<file path="src/rtl/piso_pkg.sv">
// Shared types for the parallel-in/serial-out stage feeding the sequence detector.
// Pure declarations; no logic, no latency, no flow control.
// Imported by piso_serializer.
package piso_pkg;

    typedef enum logic {
        IDLE  = 1'b0,
        SHIFT = 1'b1
    } state_t;

    // Width of the bit counter; a 2-bit word still needs one counter bit.
    function automatic int cnt_width(input int width);
        return (width <= 2) ? 1 : $clog2(width);
    endfunction

endpackage

</file>
<file path="src/rtl/piso_serializer.sv">
// Serializes WIDTH-bit words one bit per clock into the sequence detector's din.
// Latency: first bit registered on the accept edge; back-to-back words with no gap.
// Backpressure: load_ready only in IDLE or on the last-bit cycle; nothing buffered.
module piso_serializer
    import piso_pkg::*;
#(
    parameter int WIDTH     = 8,
    parameter bit MSB_FIRST = 1'b1,
    parameter bit IDLE_BIT  = 1'b0
) (
    input  logic             clk,
    input  logic             reset,
    input  logic [WIDTH-1:0] data_in,
    input  logic             load_valid,
    output logic             load_ready,
    output logic             dout,
    output logic             dout_valid,
    output logic             word_done
);

    localparam int               CNT_W = cnt_width(WIDTH);
    localparam logic [CNT_W-1:0] LAST  = CNT_W'(WIDTH - 1);

    state_t           state, state_nxt;
    logic [WIDTH-1:0] shift_reg, shift_nxt;
    logic [CNT_W-1:0] bit_cnt, cnt_nxt;
    logic             dout_nxt, dout_valid_nxt, word_done_nxt;
    logic             last_bit, accept;

    function automatic logic out_bit(input logic [WIDTH-1:0] w);
        return MSB_FIRST ? w[WIDTH-1] : w[0];
    endfunction

    assign last_bit   = (bit_cnt == LAST);
    assign load_ready = !reset && ((state == IDLE) || last_bit);
    assign accept     = load_valid && load_ready;

    always_comb begin
        state_nxt      = state;
        shift_nxt      = shift_reg;
        cnt_nxt        = bit_cnt;
        dout_nxt       = dout;
        dout_valid_nxt = dout_valid;

        if (accept) begin
            // A load on the last-bit cycle chains the next word with zero gap.
            state_nxt      = SHIFT;
            shift_nxt      = data_in;
            cnt_nxt        = '0;
            dout_nxt       = out_bit(data_in);
            dout_valid_nxt = 1'b1;
        end else if (state == SHIFT) begin
            if (!last_bit) begin
                shift_nxt = MSB_FIRST ? (shift_reg << 1) : (shift_reg >> 1);
                dout_nxt  = out_bit(shift_nxt);
                cnt_nxt   = bit_cnt + CNT_W'(1);
            end else begin
                state_nxt      = IDLE;
                dout_nxt       = IDLE_BIT;
                dout_valid_nxt = 1'b0;
            end
        end

        word_done_nxt = dout_valid_nxt && (cnt_nxt == LAST);
    end

    always_ff @(posedge clk) begin
        if (reset) begin
            state      <= IDLE;
            shift_reg  <= '0;
            bit_cnt    <= '0;
            dout       <= IDLE_BIT;
            dout_valid <= 1'b0;
            word_done  <= 1'b0;
        end else begin
            state      <= state_nxt;
            shift_reg  <= shift_nxt;
            bit_cnt    <= cnt_nxt;
            dout       <= dout_nxt;
            dout_valid <= dout_valid_nxt;
            word_done  <= word_done_nxt;
        end
    end

endmodule

</file>
<file path="config.mk">
export PLATFORM = sky130hd
export DESIGN_NAME = piso_serializer
export DESIGN_NICKNAME = d
export VERILOG_FILES = /design/src/rtl/piso_pkg.sv /design/src/rtl/piso_serializer.sv
export SDC_FILE = /design/constraint.sdc
export NUM_CORES = 1
export LEC_CHECK = 0
export ABC_AREA = 1
export BUFFER_PORTS_ARGS = -buffer_cell sky130_fd_sc_hd__buf_2
export CAP_MARGIN = 10
export CORE_MARGIN = 5
export CORE_UTILIZATION = 38
export DETAILED_ROUTE_END_ITERATION = 16
export PLACE_DENSITY_LB_ADDON = 0.1
export SLEW_MARGIN = 30
export SYNTH_ARGS = -nofsm -noshare
export SYNTH_HDL_FRONTEND = slang
export SYNTH_SLANG_ARGS = --single-unit
</file>
<file path="constraint.sdc">
create_clock -name clk -period 1.2 [get_ports clk]
set_input_delay 0.12 -clock clk [delete_from_list [all_inputs] [get_ports clk]]
set_output_delay 0.12 -clock clk [all_outputs]
set_load 0.1 [all_outputs]
</file>
# Yosys cells after proc, flatten, opt, wreduce, memory -nomap -nowiden
# Index checks and enable logic that the tools add are counted.
# totals
inputBits,11
word_cells,33
ff_bits,14
output_inout_bits,4
# classes
addsub,1
bitwise,1
reduce_logical,7
muxes,15
n_eq_ne,3
# ops
cell,n
$mux 7,3
$mux 1,9
$mux 3,3
$eq 3x3->1 const B,2
$add 3x1->3 const B,1
$logic_and 1x1->1,3
$ne 2x1->1 const B,1
$reduce_and 2->1,1
$reduce_bool 2->1,1
$logic_not 1->1,1
$logic_or 1x1->1,1
$not 1->1,1

# Depth between registers and ports, before layout
# Gate-level depths: netlist of run 1.
# logic_depth
depth_word,7
depth_mapped,8
ltp_nobuf,8

# Worst setup path before layout of run 1
# No wires, ideal clock.
# synth_path
kind,flip-flop to output port
from,register bit_cnt[0]
to,output load_ready
setup_slack_ns,-0.964
path_stages_with_launch,6
t_required_ns,1.080
arrival_ns,2.044
cell_sequence,dfxtp_1 ha_1 nand2_2 nand2_4 inv_4 nor2_1
# synth_between
elab_chain_len,3
# synth_lines
item,line,text
from (decl),piso_serializer.sv:26,"logic [CNT_W-1:0] bit_cnt, cnt_nxt;"
from (signal assigned),piso_serializer.sv:78,bit_cnt <= cnt_nxt;
$eq 3x3->1,piso_serializer.sv:34,assign last_bit = (bit_cnt == LAST);
$logic_or 1x1->1,piso_serializer.sv:35,assign load_ready = !reset && ((state == IDLE) || last_bit);
$logic_and 1x1->1,piso_serializer.sv:35,
to (decl),piso_serializer.sv:15,"output logic load_ready,"
# Every way passes these cells.

# Worst setup path in the final report of run 1
# Ends and elaborated chain as after synthesis.

==> out/qor.yml, run 1 <==
timing:
  finalCriticalPeriod_ns: 1.357
  skew_ns: 0.001094
  rsz0062_at_grt: "yes"
  fin_ws_ns: -0.1574
  hold_slack_ns: 0.1071
  slew_headroom: 0.6773
  hold_violations: 0
  tightest_slew_ns: 0.4874
  fmax_mhz: 736.7
  slew_viol_final: 0
  setup_viol: 9
  period_share: 1.131
global_routing:
  grt_pass1_wl_mm: 2.580
  grt_util_all_layers: 0.1241
  antenna_found_initial: 0
  grt_pass1_vias: 585
  grt_max_degree: 19
  grt_remaining_overflow: 0
synth:
  synth_nets: 102
  synth_most_common_cell: "nand2_1"
  async_reset_ff_frac: 0
  ys_warn_count: 0
  synth_area_um2: 723.2
  synthAdderAreaFrac: 0.01730
  netlist_top_cells_area: "dfxtp_1 (39%), nand2_1 (11%), nand3_1 (6.9%)"
  synth_top_cell_by_area: "dfxtp_1"
  synth_xor_area_frac: 0.01211
  netlist_instances: 90
  synth_compound_area_frac: 0.1021
  synthMuxAreaShare: 0
  ys.flop_type: "dfxtp_1"
  synth_top_family_by_area: "simple AND/OR/NAND/NOR gates"
  ys_seq_area_frac: 0.3875
  synthTopCellsByCount: "nand2_1 (21), dfxtp_1 (14), nand3_1 (10)"
  synth-simple-area-share: 0.3235
  synth_seq_cells: 14
  synth.top_cell.area_share: 0.3875
  synth_edf_count: 0
  avgSynthCellArea_um2: 8.035
  ys_types: 20
critical_path:
  end_kind: "output pin"
  path_max_fanout: 2
  required_ns: 1.08
  critical_path_class: "register to output pin"
  worst_ep_arrival_time_ns: 1.24
  start_kind: "register"
routing:
  drc: 0
  drt_wl_total_mm: 1.522
  ant_nets: 0
  viasPerCell: 4.785
  dr.pass1.iters: 4
  wl_per_cell_um: 11.27
  vias: 646
  drt-initial-drc-count: 6
cells_and_area:
  syn_to_final_growth_pct: 27.34
  final_area_um2: 920.9
  post-route-util: 0.5220
  diodes: 0
  drive_above_1_share: 0.3364
  fin_nets: 124
  largest_reg_flops: 7
  fillers: 195
run:
  maxCapViolations: 0
cts:
  htree_levels: 1
  clk_latency_ns: 0.28
  cts_max_path_buffers: 2
  cts_tree: "built"
  clockRootBuffer: "clkbuf_4"
  cts_buffers: 3
  clock-sinks: 14
  path_clk_slew_ns: 0.08
power:
  power.density_mw_per_mm2: 1099
  irDropWorstVdd_uv: 684.2
  power_leakage_nw: 0.4612
floorplanning:
  fp-row-count: 15
  dieWidth_um: 53.63
  die_height_um: 53.63
  dieArea_mm2: 0.002876
  io_pins: 15
  start_util: 0.4099
  core_area_mm2: 0.001764
placement:
  portBuffers: 14
  dp_hpwl_mm: 1.040
  place.gp.congestion: 0.7470
  dp_slack_ns: -0.03852
  place_area_um2: 853.3
outcome:
  violations: "setup timing"
  status: "finished with violations"
hold_path:
  hold_path.class: "input pin to register"
[routing by layer]
layer | part of all wire | GRT usage
met5 | 0 | 0
met4 | 0.011 | 0.03830
met3 | 0.055 | 0.05263
met2 | 0.49 | 0.2102
met1 | 0.44 | 0.1405
[worst max-delay path, stage by stage, from the launching register on]
cell and delay [ns]:
dfxtp_2 0.36, ha_4 0.14, nand2_4 0.06, nand2_8 0.09, inv_8 0.03, nor2_4 0.09, buf_12 0.18
[power by group]
group / internal [mW] / switching, mW / total (mW)
clock: 0.117 / 0.151 / 0.268
combinational: 0.0895 / 0.148 / 0.237
sequential: 0.490 / 0.0181 / 0.508
[placed cells by master (no fill, tap or decap), types with 2 or more instances in the layout]
cell / instances
buf_4: 6
o21ai_0: 2
nand4_1: 7
dfxtp_2: 4
buf_2: 13
clkbuf_4: 3
a21oi_1: 2
dfxtp_1: 10
inv_1: 9
o211ai_1: 6
nand2_1: 20
nand3_1: 10
nor2_1: 6
[stage by stage]
step / total power [mW] / TNS, ns / cells
finish: 1.012 / -0.6321 / 135
global placement: 0.7397 / -0.04051 / 129
detailed placement: 0.7422 / -0.1186 / 129
global route: 1.074 / -1.483 / 135
floorplan: 0.6901 / -0.1381 / 90
CTS: 1.022 / -1.268 / 134
[cells by family (layout without fill, tap and decap cells)]
kind of cell | count (synthesis) | after routing
buf+inv | 15 | 35
flops | 14 | 14
simple gates | 48 | 48
compound gates | 11 | 11
fa+ha+maj | 1 | 1
xor+xnor | 1 | 1
[layout make-up]
cell class                      count  area, um2  share of cell area
Multi-Input combinational cell     61      365.4              0.3967
Timing Repair Buffer               21      141.4              0.1535
Tap cell                           25      31.28             0.03397
Sequential cell                    14      285.3              0.3098
Inverter                           11      75.07             0.08152
Clock buffer                        3      22.52             0.02446
[worst paths after layout]
kind / slack, ns / cells after the start / start / to
setup reg to reg: -0.11 / 9 / bit_cnt[0] / shift_reg[6]
hold reg to reg: 0.49 / 2 / dout_valid / dout_valid
hold / removal: 0.11 / 3 / data_in[7] / dout
setup / recovery: -0.16 / 6 / bit_cnt[0] / load_ready
[what timing repair did]
action                                  CTS  global route
buffers inserted                          2             1
endpoints found under the setup margin    7            14
pin swaps                                 2             1
resized for setup                         3             2
hold buffers                              0             0
Note: power is estimated with default switching activity, not from simulation.
==> run 2, diff against run 1 <==
--- a/config.mk
+++ b/config.mk
@@ -8,8 +8,9 @@
 export ABC_AREA = 1
 export BUFFER_PORTS_ARGS = -buffer_cell sky130_fd_sc_hd__buf_2
 export CAP_MARGIN = 10
+export CORE_ASPECT_RATIO = 1.75
 export CORE_MARGIN = 5
-export CORE_UTILIZATION = 38
+export CORE_UTILIZATION = 30
 export DETAILED_ROUTE_END_ITERATION = 16
 export PLACE_DENSITY_LB_ADDON = 0.1
 export SLEW_MARGIN = 30
==> run 2 against run 1 <==
Net effect:
- the flow still finishes with violations (setup timing)
- design area is 8.3% higher
- critical endpoint unchanged
- non-clock buffer count rose by 3
- sequential cell count unchanged
- global-route usage fell by 1.1 points
- largest cell class unchanged
- setup slack better by 0.054 ns
- largest power group unchanged
- critical path type unchanged
==> out/qor.yml, run 2 (same netlist as run 1, synthesis figures left out) <==
cts:
  hold_buffers: 0
  path_clk_slew_ns: 0.06
  htree_levels: 1
  clk_latency_ns: 0.24
  cts_buffers: 3
  clockRootBuffer: "clkbuf_8"
  clock-sinks: 14
  cts_tree: "built"
  cts_max_path_buffers: 2
cells_and_area:
  layout_commonest_cell: "nand2_1"
  syn_to_final_growth_pct: 37.89
  fillers: 251
  final_area_um2: 997.2
  fin_nets: 127
  largest_reg_flops: 7
  mostFrequentLayoutCells: "nand2_1 (21), buf_2 (13), nand3_1 (10), dfxtp_1 (10), inv_1 (9)"
  diodes: 0
  drive_above_1_share: 0.3596
  final_cells: 139
critical_path:
  worst_ep_arrival_time_ns: 1.18
  start_kind: "register"
  required_ns: 1.08
  ff2ff_path_depth: 9
  path_max_fanout: 2
  end_kind: "output pin"
  critical_path_class: "register to output pin"
floorplanning:
  dieWidth_um: 47.12
  die_height_um: 74.95
  dieArea_mm2: 0.003531
  start_util: 0.3141
  fp-row-count: 23
  core_area_mm2: 0.002302
  io_pins: 15
timing:
  setup_viol: 8
  finalCriticalPeriod_ns: 1.303
  hold_violations: 0
  tns_ns: -0.5010
  rsz0062_at_grt: "yes"
  fmax_mhz: 767.4
  skew_ns: 0.005415
  slew_headroom: 0.6779
  tightest_slew_ns: 0.4864
  period_share: 1.086
  slew_viol_final: 0
  fin_ws_ns: -0.1030
global_routing:
  grtUsageMet3: 0.03110
  grt_util_all_layers: 0.1132
  antenna_found_initial: 0
  grt_max_degree: 19
  grt_pass1_vias: 698
  grt_use_met2: 0.2027
  use_met1: 0.1129
  grt_remaining_overflow: 0
  grt_pass1_wl_mm: 2.884
  top_usage_layer: "met2"
power:
  power.density_mw_per_mm2: 1236
  power_leakage_nw: 0.5020
  irDropWorstVdd_uv: 701.7
  finalPower_mw: 1.233
placement:
  portBuffers: 14
  dp_cells: 131
  place_area_um2: 880.8
  dp_hpwl_mm: 1.256
  place.gp.congestion: 0.7393
routing:
  viasPerCell: 4.741
  drt_wl_total_mm: 1.698
  ant_nets: 0
  vias: 659
  wl_per_cell_um: 12.22
  drc: 0
  dr.pass1.iters: 4
  drt-initial-drc-count: 16
outcome:
  status: "finished with violations"
  violations: "setup timing"
hold_path:
  hold_path.class: "input pin to register"
  holdPathStages: 3
run:
  maxCapViolations: 0
run 2: timing repair:
| action | 4_1_cts | 5_1_grt |
|---|---|---|
| gates cloned | 0 | 0 |
| endpoints found under the hold margin | 0 | 0 |
| setup endpoints to repair | 6 | 12 |
| setup buffers | 4 | 0 |
| gates resized for setup | 6 | 1 |
| pin swaps | 3 | 2 |
run 2: power breakdown:
| group | switching [mW] | total [mW] | internal, mW |
|---|---|---|---|
| registers | 0.0163 | 0.507 | 0.490 |
| clock network | 0.167 | 0.457 | 0.290 |
| logic | 0.159 | 0.269 | 0.110 |
run 2: per-layer routing:
layer  wire length (um)  up-vias
met5                  0        -
met3                 59        4
met2                956       11
met1                648      297
li1                   -      347
met4                 33        0
run 2: worst paths after layout:
path,start,slack [ns],end
max,bit_cnt[1],-0.10,load_ready
min,data_in[7],0.14,dout
max reg2reg,bit_cnt[1],-0.08,shift_reg[6]
min reg2reg,dout_valid,0.49,dout_valid
run 2: worst max-delay path: stages (launching register included):
cell and delay (ns):
dfxtp_2 0.35, ha_4 0.15, nand2_4 0.06, nand2_8 0.08
inv_8 0.03, nor2_4 0.09, buf_12 0.18
run 2: layout make-up:
cell class | count | area (um2) | share of cell area
multi-input cells | 61 | 370.4 | 0.3714
flip-flops and latches | 14 | 285.3 | 0.2861
repair buffers | 24 | 180.2 | 0.1807
inverters | 11 | 75.07 | 0.07528
clock buffers | 4 | 55.05 | 0.05521
well taps | 25 | 31.28 | 0.03137
run 2: per-stage QoR:
| stage | worst slack (ns) | util | hold WS (ns) |
|---|---|---|---|
| final | -0.1030 | 0.4332 | 0.1351 |
| after detailed placement | -0.01829 | 0.3826 | 0.4038 |
| after global routing | -0.1596 | 0.4332 | 0.1484 |
| after floorplan | -0.1381 | - | 0.2914 |
| after CTS | -0.1061 | 0.4315 | 0.1352 |
| after global placement | -0.01384 | 0.3826 | 0.3896 |
